==> src/rtl/inst_queue_pkg.sv <==
// Shared definitions for the IF->ID instruction queue: MIPS opcode/function
// constants used by branch pre-decode and the queue state encoding.
package inst_queue_pkg;

    localparam logic [5:0] SPEC   = 6'h00;
    localparam logic [5:0] REGIMM = 6'h01;
    localparam logic [5:0] J      = 6'h02;
    localparam logic [5:0] JAL    = 6'h03;
    localparam logic [5:0] BEQ    = 6'h04;
    localparam logic [5:0] BNE    = 6'h05;
    localparam logic [5:0] BLEZ   = 6'h06;
    localparam logic [5:0] BGTZ   = 6'h07;

    localparam logic [5:0] JR     = 6'h08;
    localparam logic [5:0] JALR   = 6'h09;

    typedef enum logic {
        IQ_RUN     = 1'b0,
        IQ_WAIT_DS = 1'b1
    } iq_state_t;

    // REGIMM branches are BLTZ/BGEZ/BLTZAL/BGEZAL (rt = 0,1,16,17); the
    // remaining REGIMM encodings are traps and must not be flagged.
    function automatic logic regimm_is_branch(input logic [4:0] rt);
        return (rt[3:1] == 3'b000);
    endfunction

endpackage

==> src/rtl/inst_queue_branch_predecode.sv <==
// Combinational branch/jump classifier applied to each fetched word before
// it is written into the queue.
module branch_predecode
    import inst_queue_pkg::*;
(
    input  logic [31:0] inst,
    output logic        is_branch
);

    logic [5:0] opcode;
    logic [5:0] funct;

    assign opcode = inst[31:26];
    assign funct  = inst[5:0];

    always_comb begin
        is_branch = 1'b0;
        case (opcode)
            SPEC:   is_branch = (funct == JR) || (funct == JALR);
            REGIMM: is_branch = regimm_is_branch(inst[20:16]);
            J, JAL, BEQ, BNE, BLEZ, BGTZ: is_branch = 1'b1;
            default: is_branch = 1'b0;
        endcase
    end

endmodule

==> src/rtl/inst_queue.sv <==
// Circular instruction buffer between fetch and decode with branch
// pre-decode and MIPS delay-slot preservation on redirect.
//
// Handshake: fetch may present in_valid only while in_ready is high; when
// in_ready is low the inputs are ignored and fetch holds them. Decode sees
// out_valid lanes contiguous from lane 0 and acknowledges by returning the
// number of consumed lanes on out_take in the same cycle.
module inst_queue
    import inst_queue_pkg::*;
#(
    parameter int DEPTH   = 8,
    parameter int FETCH_W = 2,
    parameter int ISSUE_W = 2,
    parameter int PTR_W   = $clog2(DEPTH),
    parameter int CNT_W   = $clog2(DEPTH) + 1
) (
    input  logic                    clk,
    input  logic                    resetn,
    input  logic [FETCH_W-1:0]      in_valid,
    input  logic [32*FETCH_W-1:0]   in_pc,
    input  logic [32*FETCH_W-1:0]   in_inst,
    input  logic [FETCH_W-1:0]      in_addr_error,
    output logic                    in_ready,
    output logic [ISSUE_W-1:0]      out_valid,
    output logic [32*ISSUE_W-1:0]   out_pc,
    output logic [32*ISSUE_W-1:0]   out_inst,
    output logic [ISSUE_W-1:0]      out_addr_error,
    output logic [ISSUE_W-1:0]      out_is_branch,
    input  logic [$clog2(ISSUE_W):0] out_take,
    input  logic                    flush,
    input  logic                    redirect,
    output logic                    ds_pending,
    output logic                    dbg_state,
    output logic [CNT_W-1:0]        dbg_count
);

    logic [31:0]      pc_mem   [DEPTH];
    logic [31:0]      inst_mem [DEPTH];
    logic             err_mem  [DEPTH];
    logic             br_mem   [DEPTH];

    iq_state_t        state;
    logic [PTR_W-1:0] head;
    logic [PTR_W-1:0] tail;
    logic [CNT_W-1:0] count;

    logic [FETCH_W-1:0] lane_br;
    logic [FETCH_W-1:0] wr_mask;
    logic [CNT_W-1:0]   enq_cnt;
    logic [CNT_W-1:0]   take_cnt;
    logic [PTR_W-1:0]   head_take;
    logic [PTR_W-1:0]   last_idx;
    logic [CNT_W-1:0]   rem;
    logic               dp_take;

    for (genvar k = 0; k < FETCH_W; k++) begin : g_predecode
        branch_predecode u_predecode (
            .inst      (in_inst[32*k +: 32]),
            .is_branch (lane_br[k])
        );
    end

    // Readiness looks only at the current occupancy; a same-cycle dequeue
    // never opens room for a write.
    assign in_ready = (state == IQ_WAIT_DS) ||
                      ((CNT_W'(DEPTH) - count) >= CNT_W'(FETCH_W));

    assign take_cnt  = CNT_W'(out_take);
    assign head_take = head + PTR_W'(out_take);
    assign last_idx  = head_take - PTR_W'(1);
    assign rem       = count - take_cnt;
    assign dp_take   = (take_cnt != '0) ? br_mem[last_idx] : ds_pending;

    always_comb begin
        wr_mask = '0;
        if (!flush) begin
            if (state == IQ_WAIT_DS) begin
                wr_mask[0] = in_valid[0];
            end else if (!redirect && in_ready) begin
                wr_mask = in_valid;
            end
        end
    end

    always_comb begin
        enq_cnt = '0;
        for (int k = 0; k < FETCH_W; k++) begin
            enq_cnt = enq_cnt + CNT_W'(wr_mask[k]);
        end
    end

    // Entry storage carries no reset; validity comes from count alone.
    always_ff @(posedge clk) begin
        for (int k = 0; k < FETCH_W; k++) begin
            if (wr_mask[k]) begin
                pc_mem[tail + PTR_W'(k)]   <= in_pc[32*k +: 32];
                inst_mem[tail + PTR_W'(k)] <= in_inst[32*k +: 32];
                err_mem[tail + PTR_W'(k)]  <= in_addr_error[k];
                br_mem[tail + PTR_W'(k)]   <= lane_br[k];
            end
        end
    end

    always_ff @(posedge clk or negedge resetn) begin
        if (!resetn) begin
            state      <= IQ_RUN;
            head       <= '0;
            tail       <= '0;
            count      <= '0;
            ds_pending <= 1'b0;
        end else if (flush) begin
            state      <= IQ_RUN;
            tail       <= head;
            count      <= '0;
            ds_pending <= 1'b0;
        end else if (state == IQ_WAIT_DS) begin
            if (in_valid[0]) begin
                tail  <= tail + PTR_W'(1);
                count <= count + CNT_W'(1);
                state <= IQ_RUN;
            end
        end else if (redirect) begin
            head       <= head_take;
            ds_pending <= dp_take;
            if (dp_take && (rem != '0)) begin
                tail  <= head_take + PTR_W'(1);
                count <= CNT_W'(1);
            end else begin
                tail  <= head_take;
                count <= '0;
                // The delay slot has not been fetched yet; capture it next.
                if (dp_take) begin
                    state <= IQ_WAIT_DS;
                end
            end
        end else begin
            head       <= head_take;
            tail       <= tail + enq_cnt[PTR_W-1:0];
            count      <= count - take_cnt + enq_cnt;
            ds_pending <= dp_take;
        end
    end

    always_comb begin
        for (int k = 0; k < ISSUE_W; k++) begin
            out_valid[k]          = (count > CNT_W'(k));
            out_pc[32*k +: 32]    = pc_mem[head + PTR_W'(k)];
            out_inst[32*k +: 32]  = inst_mem[head + PTR_W'(k)];
            out_addr_error[k]     = err_mem[head + PTR_W'(k)];
            out_is_branch[k]      = br_mem[head + PTR_W'(k)];
        end
    end

    assign dbg_state = state;
    assign dbg_count = count;

    always @(posedge clk) begin
        if (resetn && !flush) begin
            assert (take_cnt <= count && take_cnt <= CNT_W'(ISSUE_W));
        end
    end

endmodule

==> config.mk <==
export PLATFORM = sky130hd
export DESIGN_NAME = inst_queue
export DESIGN_NICKNAME = d
export VERILOG_FILES = /design/src/rtl/inst_queue_pkg.sv /design/src/rtl/inst_queue_branch_predecode.sv /design/src/rtl/inst_queue.sv
export SDC_FILE = /design/constraint.sdc
export NUM_CORES = 1
export LEC_CHECK = 0
export ABC_AREA = 0
export CORE_ASPECT_RATIO = 0.5
export CORE_UTILIZATION = 55
export CTS_CLUSTER_SIZE = 10
export DETAILED_ROUTE_END_ITERATION = 7
export PLACE_DENSITY_LB_ADDON = 0.3
export SYNTH_ARGS = -nofsm -noshare
export SYNTH_HDL_FRONTEND = slang
export SYNTH_SLANG_ARGS = --single-unit
==> constraint.sdc <==
create_clock -name clk -period 8.6 [get_ports clk]
set_clock_uncertainty 0.1 [all_clocks]
set_input_delay 1.29 -clock clk [delete_from_list [all_inputs] [get_ports clk]]
set_output_delay 1.29 -clock clk [all_outputs]
set_load 0.02 [all_outputs]
==> qor.csv, run 1 <==
stage,metric,value,unit
floorplanning,core box area,56100,um^2
finish,share of cells above drive strength 1,0.511,
route,Routed WL per cell,29.0,um
route,drt pass-1 iters,5,
setup_path,startpoint type of the worst setup path,flop,
clock_network,post_cts resized,0,
clock_network,total number of H-tree levels,2,
clock_network,setup bufs post-CTS,0,
route,post-route ant nets,0,
timing,hold slack final,490,ps
clock_network,clock buffer depth,3,
synthesis,Post-Synthesis Cells,1782,
placement,DP HPWL,47200,um
global_route,largest net degree at the start of global routing,133,
timing,Worst Tran Pin Value,1400,ps
global_route,initial antenna violation count,3,
route,Vias per Instance,6.68,
setup_path,kind of end point of the critical path,output pin,
clock_network,number of buffers created by CTS,59,
floorplanning,Die Ht,171,um
timing,Final Setup Violations,0,
finish,filler cell count,3867,
hold_path,Worst Hold Class,flop to flop,
route,DRC,0,
timing,Rel. slew slack,0.0636,
route,DR iter-0 viols,1924,
synthesis,"Seq/Total Area, Yosys",0.512,
finish,"most common cell after layout, fill and taps aside",mux2_2,
floorplanning,Die X,341,um
hold_path,Hold Path Origin,ds_pending,
finish,Layout area overhead,16.5,%
clock_network,CTS sink cnt,540,
route,total wire length,81200,um
clock_network,"Hold-fix buffers, CTS",0,
clock_network,clk_lat worst skew,600,ps
timing,min Tclk post-route,6000,ps
placement,IO Port Bufs,278,
run_status,status,finished clean,
finish,post-layout util,0.655,
timing,final hold vios,0,
clock_network,clk root buf,clkbuf_16,
global_route,GRT Overall Usage,0.276,
floorplanning,IO Count,279,
global_route,gr ovfl total,0,
synthesis,synth unique cells,53,
route,DR vias,18700,
synthesis,synthesis-stage register bit count,540,
floorplanning,Initial Util,0.562,
global_route,first-pass GRT wire length,120000,um
synthesis,post-synthesis average cell area,17.7,um^2
finish,"leading cell types in the layout, fill and taps excluded","mux2_2 (634), edfxtp_1 (528), clkdlybuf4s50_1 (278)",
pwr,Power Density,348,nW/um^2
timing,RSZ-0062 raised after global routing,false,
floorplanning,Die Footprint,58400,um^2
clock_network,Clock transition at path regs,60,ps
global_route,vias in the first global route,19300,
placement,Final GP Congestion,0.825,
clock_network,TritonCTS clock tree,yes,
setup_path,CP Max Fanout,60,
job,Max-cap violations,0,
setup_path,r2r startpoint,head[0],
setup_path,Setup crit start,head[0],
timing,final worst path period share,0.698,
synthesis,Syn Nets,1939,
pwr,Lkg Pwr,12.0,nW
finish,Layout Nets,2170,
timing,Highest Clock Rate,167,MHz
synthesis,Syn. warnings,0,
setup_path,Worst EP arrival,4610,ps
floorplanning,Row Count,61,
timing,Max Slew Vio Count,0,
synthesis,mapped cell area,31500,um^2
pwr,Worst VDD drop,0.431,mV
setup_path,CP Class,flop to output pin,
timing,setup TNS,0,ps
setup_path,"Req. time, crit path",7210,ps
==> stage by stage <==
stage	cell area (um^2)	setup slack, ps	std cells	power [W]
after global routing	36700	2330	2796	0.0133
final	36700	2600	2796	0.0128
after global placement	35100	3230	2708	0.0105
after detailed placement	35100	3160	2708	0.0106
after CTS	36700	2520	2793	0.0129
after floorplan	31500	882	1782	0.00808
==> cells by family (layout without fill, tap and decap cells) <==
logic type,Yosys count,in the layout,synth area share
xor gates and xnor gates,12,12,0.00377
adders and majority gates,19,19,0.00849
other,0,3,0
buffers and inverters,156,411,0.0218
DFF,540,540,0.512
muxes,931,931,0.429
and+or+nand+nor,78,78,0.0145
AOI/OAI and AO/OA,46,46,0.00996
==> cell type report <==
class / count / area, um^2 / share of cell area
repair buffers: 313 / 3110 / 0.0846
diodes: 3 / 7.51 / 0.000204
clock buffers: 85 / 1620 / 0.0440
inverters: 13 / 48.8 / 0.00133
well taps: 756 / 946 / 0.0257
multi-input cells: 1086 / 14800 / 0.404
flip-flops and latches: 540 / 16200 / 0.440
==> worst max-delay path, cell delays in order, from the launching register on <==
cell	delay, ps
dfrtp_4	850
buf_4	760
buf_4	860
mux4_2	610
mux2_2	310
clkdlybuf4s50_1	550
==> where the power goes <==
| part | internal (W) | leakage (nW) | switching (W) |
|---|---|---|---|
| logic | 0.00366 | 6.32 | 0.00336 |
| clock network | 0.00127 | 0.780 | 0.00100 |
| registers | 0.00321 | 4.92 | 0.000293 |
==> worst paths after layout <==
| path | cells after the start | to | slack (ps) |
|---|---|---|---|
| worst max-delay path | 5 | out_pc[41] | 2600 |
| worst min-delay path | 2 | ds_pending | 490 |
| worst max register to register | 9 | tail[2] | 4150 |
| worst min register to register | 2 | ds_pending | 490 |
| max in group asynchronous | 1 | head[2] | 7020 |
| min in group asynchronous | 1 | ds_pending | 950 |
==> routing by layer <==
metal | global-route usage | routed length [um] | up-vias
li1 | - | - | 7905
met1 | 0.382 | 34000 | 9954
met2 | 0.461 | 40100 | 681
met3 | 0.0408 | 5040 | 126
met4 | 0.0770 | 2010 | 0
met5 | 0 | 0 | -
==> sequential cells by signal, summed over array words and instances (netlist names) <==
register and count:
br_mem 8, ds_pending 1, inst_mem 256, dbg_state 1, err_mem 8, tail 3
head 3, pc_mem 256, dbg_count 4
==> cells in the mapped netlist, drive strengths merged <==
cell / number / area share
mux2: 657 / 0.24
edfxtp: 528 / 0.50
mux4: 266 / 0.19
buf: 94 / 0.014
clkbuf: 49 / 0.0058
o21ai: 16 / 0.0027
ha: 15 / 0.0059
nand2: 15 / 0.0018
nor2: 14 / 0.0017
inv: 13 / 0.0015
dfrtp: 12 / 0.0095
a21oi: 9 / 0.0014
mux2i: 8 / 0.0025
nor2b: 6 / 0.0012
nor3: 6 / 0.0013
o211ai: 6 / 0.0016
xnor2: 6 / 0.0017
nand2b: 5 / 0.00099
xor2: 5 / 0.0014
fa: 4 / 0.0025
nand3: 4 / 0.00063
nor4b: 4 / 0.0011
a22oi: 3 / 0.00071
nand3b: 3 / 0.00071
nor3b: 3 / 0.00071
nor4: 3 / 0.00060
o31ai: 3 / 0.00071
or3: 3 / 0.00060
or4: 3 / 0.00071
or4b: 3 / 0.0011
and3: 2 / 0.00040
o31a: 2 / 0.00056
or2: 2 / 0.00040
a2111oi: 1 / 0.00028
a21bo: 1 / 0.00032
a31oi: 1 / 0.00067
a32oi: 1 / 0.00028
nand4: 1 / 0.00020
nand4bb: 1 / 0.00036
o2111ai: 1 / 0.00028
o22ai: 1 / 0.00020
o311ai: 1 / 0.00028
xnor3: 1 / 0.00071
(Power assumes the default switching activity.)
==> run 2: changes to the inputs <==
==> constraint.sdc (replaced) <==
create_clock -name clk -period 6.05 [get_ports clk]
set_clock_uncertainty 0.1 [all_clocks]
set_input_delay 0.9075 -clock clk [delete_from_list [all_inputs] [get_ports clk]]
set_output_delay 0.9075 -clock clk [all_outputs]
set_load 0.02 [all_outputs]
==> run 2 against run 1 <==
Effect of this change:
- worst setup slack worse by 1400 ps
- die area unchanged
- non-clock buffer count up 3
- via count up 0.81%
- register-to-register slack worse by 2200 ps
- cell count unchanged
- sequential power up 39%
- clock power up 41%
- global-route usage up 0.41 points
- worst hold slack worse by 19 ps
- routed wire length up 0.75%
- critical path type unchanged
==> qor.csv, run 2 (synthesis results as in run 1) <==
stage,metric,value,unit
finish,ant diodes,0,
setup_path,worst reg2reg path depth,8,
finish,Top Registers,"inst_mem x256, pc_mem x256",
setup_path,r2r startpoint,dbg_count[0],
placement,Placed Cells,2711,
timing,Final Setup Violations,0,
route,Post-Route M1 WL,33000,um
route,Top Metal Used,met4,
clock_network,clock buffer depth,3,
pwr,Power Density,497,nW/um^2
route,DR iter-0 viols,1763,
floorplanning,Die X,341,um
global_route,initial antenna violation count,0,
setup_path,CP Max Fanout,41,
global_route,first-pass GRT wire length,122000,um
timing,Highest Clock Rate,207,MHz
route,total wire length,81800,um
placement,Final GP Congestion,0.857,
global_route,vias in the first global route,19400,
floorplanning,core box area,56100,um^2
finish,filler cell count,3863,
hold_path,Worst Hold Class,flop to flop,
placement,Placed Area,35200,um^2
clock_network,total number of H-tree levels,2,
global_route,gr ovfl total,0,
clock_network,number of buffers created by CTS,59,
route,Routed WL per cell,29.3,um
placement,IO Port Bufs,278,
clock_network,"Hold-fix buffers, CTS",0,
clock_network,setup bufs post-CTS,0,
setup_path,kind of end point of the critical path,output pin,
floorplanning,Die Footprint,58400,um^2
route,DR WL met3,5330,um
floorplanning,Initial Util,0.562,
finish,fin cells,2796,
floorplanning,Row Count,61,
clock_network,post_cts resized,0,
pwr,Pwr Total,0.0183,W
hold_path,Hold Path Origin,ds_pending,
setup_path,CP Class,flop to output pin,
floorplanning,IO Count,279,
finish,"most common cell after layout, fill and taps aside",mux2_2,
route,drt pass-1 iters,5,
global_route,largest net degree at the start of global routing,143,
route,WL met2,41400,um
clock_network,clk_lat worst skew,600,ps
route,DRC,0,
job,Max-cap violations,0,
clock_network,clk root buf,clkbuf_16,
setup_path,Setup crit start,head[1],
route,DR vias,18800,
setup_path,"Req. time, crit path",5040,ps
timing,Rel. slew slack,0.138,
timing,Worst Tran Pin Value,1290,ps
setup_path,startpoint type of the worst setup path,flop,
route,post-route ant nets,0,
finish,Layout area overhead,16.7,%
timing,final worst path period share,0.800,
timing,Max Slew Vio Count,0,
setup_path,Worst EP arrival,3830,ps
pwr,Lkg Pwr,12.0,nW
placement,DP HPWL,47300,um
floorplanning,Die Ht,171,um
setup_path,r2r setup slk,1960,ps
setup_path,R2R Path End,inst_mem[7][12],
clock_network,TritonCTS clock tree,yes,
timing,min Tclk post-route,4840,ps
timing,RSZ-0062 raised after global routing,false,
route,Vias per Instance,6.73,
setup_path,Critical Path Sink,out_inst[45],
finish,Final Cell Area,36800,um^2
finish,share of cells above drive strength 1,0.512,
clock_network,Clock transition at path regs,60,ps
finish,"leading cell types in the layout, fill and taps excluded","mux2_2 (634), edfxtp_1 (528), clkdlybuf4s50_1 (278)",
global_route,GRT Overall Usage,0.280,
finish,Layout Nets,2173,
pwr,Worst VDD drop,0.535,mV
timing,final hold vios,0,
finish,post-layout util,0.656,
run_status,status,finished clean,
clock_network,CTS sink cnt,540,
-- run 2: worst min path at each step --
| stage | slack, ps | to | cells past startpoint |
|---|---|---|---|
| finish | 470 | ds_pending | 2 |
| global route | 530 | ds_pending | 2 |
| CTS | 470 | ds_pending | 2 |
| detailed placement | 460 | ds_pending | 2 |
| global placement | 430 | ds_pending | 2 |
| floorplan | 510 | dbg_count[0] | 0 |
-- run 2: critical path, stage by stage, from the launching register on --
cell and delay (ps):
dfrtp_4 700, ha_4 840, buf_4 450, mux4_2 360, mux2_2 310, clkdlybuf4s50_1 550
-- run 2: power by group --
part / switching (W) / internal (W)
combinational: 0.00498 / 0.00524
clock: 0.00142 / 0.00179
sequential: 0.000306 / 0.00457
total: 0.00671 / 0.0116
-- run 2: stage by stage --
step	setup slack (ps)	hold slack, ps	setup TNS [ps]
6_report	1210	472	0
5_1_grt	1080	527	0
3_5_place_dp	1640	458	0
4_1_cts	1150	471	0
2_1_floorplan	-1390	512	-365180
3_3_place_gp	1710	431	0
-- run 2: cell type report --
type / count / area [um^2] / area share
Sequential cell: 540 / 16200 / 0.439
Multi-Input combinational cell: 1086 / 14800 / 0.403
Timing Repair Buffer: 316 / 3190 / 0.0867
Clock buffer: 83 / 1590 / 0.0431
Tap cell: 756 / 946 / 0.0257
Inverter: 13 / 48.8 / 0.00133
Clock inverter: 2 / 25.0 / 0.000680
-- run 2: metal layers --
metal,vias up,GRT usage
met1,9996,0.381
met3,131,0.0339
met2,777,0.482
met4,0,0.0762
met5,-,0
li1,7913,-
==> run 3: changes to the inputs <==
--- a/config.mk
+++ b/config.mk
@@ -7,7 +7,7 @@
 export LEC_CHECK = 0
 export ABC_AREA = 0
 export CORE_ASPECT_RATIO = 0.5
-export CORE_UTILIZATION = 55
+export CORE_UTILIZATION = 53
 export CTS_CLUSTER_SIZE = 10
 export DETAILED_ROUTE_END_ITERATION = 7
 export PLACE_DENSITY_LB_ADDON = 0.3
==> constraint.sdc (replaced) <==
create_clock -name clk -period 4.2 [get_ports clk]
set_clock_uncertainty 0.1 [all_clocks]
set_input_delay 0.63 -clock clk [delete_from_list [all_inputs] [get_ports clk]]
set_output_delay 0.63 -clock clk [all_outputs]
set_load 0.02 [all_outputs]
==> run 3 against run 2 <==
Effect of this change:
- combinational power is 46% higher
- sequential share of layout area down 0.46 points
- non-clock buffer count increased by 11
- die area is 3.7% higher
- worst hold slack got worse by 180 ps
- via count down 1.9%
- critical path depth fell by 1
- sequential power up 41%
- first-iteration DRC count decreased by 8.6%
- register-to-register slack got worse by 1400 ps
- cell area is 1.1% higher
- cell count is 1.1% higher
- critical path type unchanged
- largest cell class unchanged
==> qor.csv, run 3 (synthesis results as in run 1) <==
stage,metric,value,unit
floorplanning,Die Ht,175,um
finish,Top Registers,"inst_mem x256, pc_mem x256",
setup_path,CP Class,flop to output pin,
pwr,Sw Share,0.365,
clock_network,post_cts resized,0,
pwr,clock share of power,0.177,
floorplanning,core box area,58100,um^2
finish,Final Cell Area,37200,um^2
pwr,Seq pwr share,0.260,
hold_path,Worst Hold Class,input port to asynchronous set/reset pin,
run_status,status,finished clean,
job,Max-cap violations,0,
pwr,switching power,0.00968,W
timing,final hold vios,0,
setup_path,Max stage delay on crit path,590,ps
placement,Placed Area,35600,um^2
timing,Max Slew Vio Count,0,
setup_path,r2r startpoint,dbg_count[0],
finish,fin cells,2827,
timing,Rel. slew slack,0.272,
timing,Final Setup Violations,0,
global_route,gr ovfl total,0,
global_route,vias in the first global route,19200,
finish,"most common cell after layout, fill and taps aside",mux2_2,
pwr,part of the power in combinational logic,0.564,
clock_network,"Hold-fix buffers, CTS",0,
placement,DP HPWL,46500,um
clock_network,clk_lat worst skew,630,ps
clock_network,number of buffers created by CTS,60,
route,post-route ant nets,0,
clock_network,CTS sink cnt,540,
pwr,Lkg Pwr,12.2,nW
setup_path,"Critical Path, Cell by Cell",buf_12 > mux4_2 > mux2_2 > clkdlybuf4s50_1,
pwr,Pwr Total,0.0265,W
finish,Layout area overhead,18.0,%
setup_path,"delay-heaviest family, CP",buffers and inverters,
floorplanning,Initial Util,0.543,
timing,Highest Clock Rate,249,MHz
global_route,first-pass GRT wire length,121000,um
floorplanning,Die X,347,um
finish,"leading cell types in the layout, fill and taps excluded","mux2_2 (634), edfxtp_1 (528), clkdlybuf4s50_1 (278)",
route,DR iter-0 viols,1612,
placement,Placed Cells,2734,
placement,IO Port Bufs,278,
setup_path,Buf/Inv on CP,2,
floorplanning,IO Count,279,
setup_path,CP Max Fanout,114,
setup_path,worst reg2reg path depth,8,
setup_path,"Slowest-stage cell, CP",mux4_2,
setup_path,"Req. time, crit path",3470,ps
pwr,Power Density,713,nW/um^2
finish,post-layout util,0.640,
floorplanning,Die Footprint,60600,um^2
timing,final worst path period share,0.957,
route,drt pass-1 iters,5,
pwr,Worst VDD drop,1.24,mV
global_route,GRT Overall Usage,0.269,
setup_path,kind of end point of the critical path,output pin,
route,total wire length,81300,um
global_route,initial antenna violation count,5,
route,DRC,0,
clock_network,setup bufs post-CTS,0,
pwr,Int Power,0.0168,W
route,Routed WL per cell,28.8,um
timing,RSZ-0062 raised after global routing,false,
clock_network,clk root buf,clkbuf_16,
timing,Worst Tran Pin Value,1090,ps
finish,share of cells above drive strength 1,0.517,
floorplanning,Row Count,62,
setup_path,Worst EP arrival,3290,ps
clock_network,clock buffer depth,3,
route,DR vias,18500,
finish,Layout Nets,2185,
setup_path,R2R Path End,pc_mem[2][30],
clock_network,TritonCTS clock tree,yes,
setup_path,startpoint type of the worst setup path,flop,
timing,min Tclk post-route,4020,ps
global_route,largest net degree at the start of global routing,115,
clock_network,total number of H-tree levels,2,
clock_network,Clock transition at path regs,60,ps
placement,Final GP Congestion,0.849,
setup_path,r2r setup slk,530,ps
route,Vias per Instance,6.53,
-- run 3: cell types whose count changed in the layout (fill, tap and decap cells not counted), sizes merged --
cell | before | now
buf | 38 | 49
clkbuf | 83 | 84
clkinv | 1 | 2
diode | 0 | 4
inv | 14 | 16
-- run 3: how the worst max path moves through the flow --
stage	start	slack [ps]	cells after the start	endpoint
6_report	head[0]	180	4	out_inst[49]
5_1_grt	head[0]	80	4	out_inst[49]
4_1_cts	head[0]	170	4	out_inst[51]
3_5_place_dp	out_take[0]	400	9	tail[2]
3_3_place_gp	out_take[0]	450	9	tail[2]
2_1_floorplan	dbg_count[0]	-30	7	br_mem[3]
-- run 3: area by class of cell --
| cell class | instances | area, um^2 |
|---|---|---|
| fillers | 4052 | 20900 |
| flip-flops and latches | 540 | 16200 |
| multi-input cells | 1086 | 14900 |
| repair buffers | 327 | 3510 |
| clock buffers | 84 | 1590 |
| well taps | 768 | 961 |
| clock inverters | 5 | 61.3 |
| inverters | 13 | 48.8 |
| diodes | 4 | 10.0 |
-- run 3: metrics by stage --
step           hold WS (ps)  setup TNS [ps]  worst slack, ps
6_report                289               0              183
5_1_grt                 325               0             77.2
4_1_cts                 293               0              172
3_5_place_dp            469               0              403
3_3_place_gp            472               0              450
2_1_floorplan           234           -6160            -33.0
-- run 3: power by group through the flow --
| stage | Sequential [W] | Combinational, W | Clock, W |
|---|---|---|---|
| after detailed placement | 0.00699 | 0.0150 | 0 |
| after CTS | 0.00688 | 0.0151 | 0.00475 |
| after global routing | 0.00693 | 0.0157 | 0.00497 |
| after global placement | 0.00695 | 0.0149 | 0 |
| after floorplan | 0.00686 | 0.00966 | 0 |
| final | 0.00688 | 0.0149 | 0.00469 |
-- run 3: metal layers --
layer / GRT usage / vias up / routed length, um
li1: - / 7938 / -
met4: 0.0677 / 2 / 1660
met5: 0 / - / 13
met2: 0.451 / 637 / 40700
met1: 0.374 / 9759 / 34100
met3: 0.0357 / 124 / 4810
